File: src/rtl/hazard_ctrl.sv
// Pipeline hazard controller: memory-wait FSM, redirect flush, load-use stall, watchdog.
// Optional performance counters are built only when HAZARD_PERF_EN is defined.
module hazard_ctrl #(
  parameter int REG_AW      = 5,
  parameter int MEM_TIMEOUT = 255
) (
  input  logic              clk,
  input  logic              rst,
  input  logic [REG_AW-1:0] id_rs1,
  input  logic [REG_AW-1:0] id_rs2,
  input  logic              id_rs1_en,
  input  logic              id_rs2_en,
  input  logic              ex_is_load,
  input  logic              ex_reg_wen,
  input  logic [REG_AW-1:0] ex_rd,
  input  logic              mem_req,
  input  logic              mem_ready,
  input  logic              ex_redirect,
  output logic              pc_stall,
  output logic              ifid_stall,
  output logic              ifid_flush,
  output logic              idex_stall,
  output logic              idex_flush,
  output logic              exmem_stall,
  output logic              memwb_bubble,
  output logic              mem_timeout,
  output logic [31:0]       stall_cycles,
  output logic [31:0]       flush_events
);

  typedef enum logic [1:0] {
    ST_RUN      = 2'd0,
    ST_MWAIT    = 2'd1,
    ST_MWAIT_RD = 2'd2
  } state_e;

  localparam int CNT_W = (MEM_TIMEOUT > 0) ? $clog2(MEM_TIMEOUT + 1) : 1;
  localparam logic [CNT_W-1:0] TO_VAL = CNT_W'(MEM_TIMEOUT);

  state_e           state_q, state_d;
  logic [CNT_W-1:0] wait_cnt_q, wait_cnt_d;
  logic             mem_timeout_q, mem_timeout_d;

  logic mem_stall;
  logic load_use;
  logic redirect_flush;

  assign mem_stall = mem_req && !mem_ready;

  assign load_use = ex_is_load && ex_reg_wen && (ex_rd != '0) &&
                    ((id_rs1_en && (id_rs1 == ex_rd)) ||
                     (id_rs2_en && (id_rs2 == ex_rd)));

  // A pending redirect is released on the cycle the wait ends.
  assign redirect_flush = !mem_stall && (ex_redirect || (state_q == ST_MWAIT_RD));

  // NOTE: every output gets a default first so no path can infer a latch.
  always_comb begin
    pc_stall     = 1'b0;
    ifid_stall   = 1'b0;
    ifid_flush   = 1'b0;
    idex_stall   = 1'b0;
    idex_flush   = 1'b0;
    exmem_stall  = 1'b0;
    memwb_bubble = 1'b0;
    if (mem_stall) begin
      pc_stall     = 1'b1;
      ifid_stall   = 1'b1;
      idex_stall   = 1'b1;
      exmem_stall  = 1'b1;
      memwb_bubble = 1'b1;
    end else if (redirect_flush) begin
      ifid_flush = 1'b1;
      idex_flush = 1'b1;
    end else if (load_use) begin
      pc_stall   = 1'b1;
      ifid_stall = 1'b1;
      idex_flush = 1'b1;
    end
  end

  always_comb begin
    state_d = state_q;
    unique case (state_q)
      ST_RUN: begin
        if (mem_stall) state_d = ex_redirect ? ST_MWAIT_RD : ST_MWAIT;
      end
      ST_MWAIT: begin
        if (!mem_stall)       state_d = ST_RUN;
        else if (ex_redirect) state_d = ST_MWAIT_RD;
      end
      ST_MWAIT_RD: begin
        if (!mem_stall) state_d = ST_RUN;
      end
      default: state_d = ST_RUN;
    endcase
  end

  always_comb begin
    wait_cnt_d    = '0;
    mem_timeout_d = mem_timeout_q;
    if (state_d != ST_RUN) begin
      wait_cnt_d = (wait_cnt_q < TO_VAL) ? wait_cnt_q + 1'b1 : wait_cnt_q;
    end
    if ((MEM_TIMEOUT != 0) && (state_d != ST_RUN) && (wait_cnt_d == TO_VAL)) begin
      mem_timeout_d = 1'b1;
    end
  end

  // NOTE: sequential state uses non-blocking assignments so all flops update together.
  always_ff @(posedge clk or posedge rst) begin
    if (rst) begin
      state_q       <= ST_RUN;
      wait_cnt_q    <= '0;
      mem_timeout_q <= 1'b0;
    end else begin
      state_q       <= state_d;
      wait_cnt_q    <= wait_cnt_d;
      mem_timeout_q <= mem_timeout_d;
    end
  end

  assign mem_timeout = mem_timeout_q;

`ifdef HAZARD_PERF_EN
  logic [31:0] stall_cycles_q, stall_cycles_d;
  logic [31:0] flush_events_q, flush_events_d;

  always_comb begin
    stall_cycles_d = stall_cycles_q;
    flush_events_d = flush_events_q;
    if (pc_stall && (stall_cycles_q != 32'hFFFF_FFFF)) begin
      stall_cycles_d = stall_cycles_q + 32'd1;
    end
    if (redirect_flush && (flush_events_q != 32'hFFFF_FFFF)) begin
      flush_events_d = flush_events_q + 32'd1;
    end
  end

  always_ff @(posedge clk or posedge rst) begin
    if (rst) begin
      stall_cycles_q <= '0;
      flush_events_q <= '0;
    end else begin
      stall_cycles_q <= stall_cycles_d;
      flush_events_q <= flush_events_d;
    end
  end

  assign stall_cycles = stall_cycles_q;
  assign flush_events = flush_events_q;
`else
  assign stall_cycles = '0;
  assign flush_events = '0;
`endif

endmodule

File: config.mk
export PLATFORM = sky130hd
export DESIGN_NAME = hazard_ctrl
export DESIGN_NICKNAME = d
export VERILOG_FILES = /design/src/rtl/hazard_ctrl.sv
export SDC_FILE = /design/constraint.sdc
export NUM_CORES = 1
export LEC_CHECK = 0
export CAP_MARGIN = 20
export CORE_AREA = 2 2 48 83
export DETAILED_ROUTE_END_ITERATION = 8
export DIE_AREA = 0 0 50 85
export GPL_ROUTABILITY_DRIVEN = 1
export PLACE_DENSITY = 0.91
export SYNTH_ARGS = -nofsm -noshare
export SYNTH_HDL_FRONTEND = slang
export SYNTH_SLANG_ARGS = --single-unit
File: constraint.sdc
create_clock -name clk -period 5.6 [get_ports clk]
set_clock_uncertainty 0.1 [all_clocks]
set_input_delay 1.4 -clock clk [delete_from_list [all_inputs] [get_ports clk]]
set_output_delay 1.4 -clock clk [all_outputs]
set_load 0.03 [all_outputs]
==> out/results.ini <==
[run_status]
status = finished clean

[placed_design]
dp_hpwl_um = 1890
portBuffers = 31
gp_congestion = 0.833
place_ws_ns = 0.445

[floorplanning]
die_height_um = 85
initial_utilization = 0.343
fp-row-count = 29
fp.coreArea_mm2 = 0.00359
ios = 96
die_area_mm2 = 0.00425
die_w_um = 50

[clock_tree]
clock_path_buffers = 2
cts_buffers = 3
postCtsSetupRepairBufs = 0
cts-root-buf = clkbuf_8
insertion_delay_ns = 0.24
cts_resized = 0
htreeDepth = 1
clk_pin_slew_worst_paths_ns = 0.05
postCtsHoldBufs = 0
cts_tree = built
clkSinkCount = 11

[yosys]
synth_flop_cell = dfrtp_1
yosysMostFrequentCell = buf_4
synth.avg_cell_area_um2 = 8.28
synth_edf_count = 0
syn_inst = 149
synth_warnings = 0
synth_top_cell_area_share = 0.408
syn_area_mm2 = 0.00123
synth_seq_cells = 11
yosysTopAreaCell = buf_4
yosysSeqAreaShare = 0.223
synth.area.top_cells = buf_4, dfrtp_1, xor2_1
synth.distinct_cells = 31
async_reset_ff_frac = 1.00
yosys-top-cells-count = buf_4, nor2_1, dfrtp_1, xor2_1, inv_1

[sta]
whs_ns = 0.364
finalCritPeriodShare = 0.918
hold_viol = 0
slew_violations = 0
setup_ws_ns = 0.458
rsz0062_at_grt = false
period_needed_ns = 5.14
clock.fmax_mhz = 194
finalSetupTns_ns = 0
finalSetupViolCount = 0

[drt]
antenna_left = 0
drtPass1Iterations = 4
avgViaCountPerCell = 4.10
dr.first_iter.drc_count = 25
drc = 0
vias = 927
wl_um = 2230
wire_per_inst_um = 9.85

[run]
maxCapViolCount = 0

[final_layout]
drive_above_1_share = 0.0389
final_nets = 206
insertedDiodeCount = 0
syn_to_final_growth_pct = 11.9

[worst_setup_path]
startpoint = ex_rd[0]
cp-end-kind = output pin
crit_required_ns = 4.10
crit_path_end = pc_stall
arrival_ns = 3.64
r2r_end = mem_timeout
reg2reg_depth = 6
crit_path_max_fanout = 3
critical_path_class = primary input to output pin
regToRegStartpoint = wait_cnt_q[0]
rrSetupSlack_ns = 3.63
start_kind = primary input

[global_route]
first_global_vias = 798
gr-total-overflow = 0
antenna_found_initial = 0
grt_pass1_wl_um = 3380
grt_max_degree = 12
grt.total_usage = 0.103

[power_and_ir_drop]
power.density_mw_per_mm2 = 192
ir_drop_mv = 0.113
leakagePower_uw = 0.000665

[hold_path]
hp-class = register to register

area by class of cell:
class / count / area [µm²]
tap: 46 / 57.6
timing repair buffer: 31 / 310
clock buffer: 4 / 45.0
multi-input combinational: 128 / 669
sequential: 11 / 275
fill: 361 / 2210
inverter: 6 / 22.5
stage by stage:
step / total power, µW / utilization / area [µm²] / instances
global placement: 185 / 0.372 / 1340 / 222
floorplan: 194 / - / 1470 / 212
global route: 278 / 0.384 / 1380 / 226
CTS: 268 / 0.384 / 1380 / 226
detailed placement: 186 / 0.372 / 1340 / 222
finish: 265 / 0.384 / 1380 / 226
placed cells by master, fill, tap and decap left out, drive strengths merged, types with 3 or more instances in the layout:
cell            n
nand2           3
xnor2           3
mux2i           3
dfrtp          11
nor2           13
conb           64
nor3            5
xor2            9
inv             6
nand3           5
clkdlybuf4s50  31
clkbuf          4
worst min-delay path by stage:
| stage | from | to | depth (start not counted) |
|---|---|---|---|
| 6_report | mem_timeout | mem_timeout | 1 |
| 2_1_floorplan | state_q[1] | state_q[0] | 1 |
| 3_3_place_gp | mem_timeout | mem_timeout | 1 |
| 5_1_grt | mem_timeout | mem_timeout | 1 |
| 4_1_cts | mem_timeout | mem_timeout | 1 |
| 3_5_place_dp | mem_timeout | mem_timeout | 1 |
where the power goes:
part	leakage, µW	internal (µW)	switching (µW)
Sequential	0.000152	81.0	1.47
Clock	0.0000228	50.0	30.2
Combinational	0.000490	25.2	77.3
critical path, cell delays in order:
cell and delay [ns]:
clkdlybuf4s50_1 0.49, xor2_1 0.19, nor4_1 0.33, nand3_1 0.12, a21o_1 0.18, o21ai_0 0.21
clkdlybuf4s50_1 0.72
state kept, by name, indices dropped and copies added (netlist names):
register and count:
mem_timeout 1, state_q 2, wait_cnt_q 8
layer usage:
metal,wire length (µm),vias up,GRT usage
met5,0,-,0
met4,59,0,0.0682
met3,314,5,0.0299
met2,1210,82,0.202
met1,640,421,0.0813
li1,-,419,-
logic make-up after synthesis:
family,after synthesis,share of synthesized area
AO/OA/AOI/OAI,13,0.0740
XOR/XNOR,12,0.0852
adder cells (fa/ha/maj),1,0.0101
buffers and inverters,73,0.426
flip-flops,11,0.223
multiplexers,3,0.0243
other,1,0.00304
AND/OR/NAND/NOR,35,0.154
(Power assumes the default switching activity.)
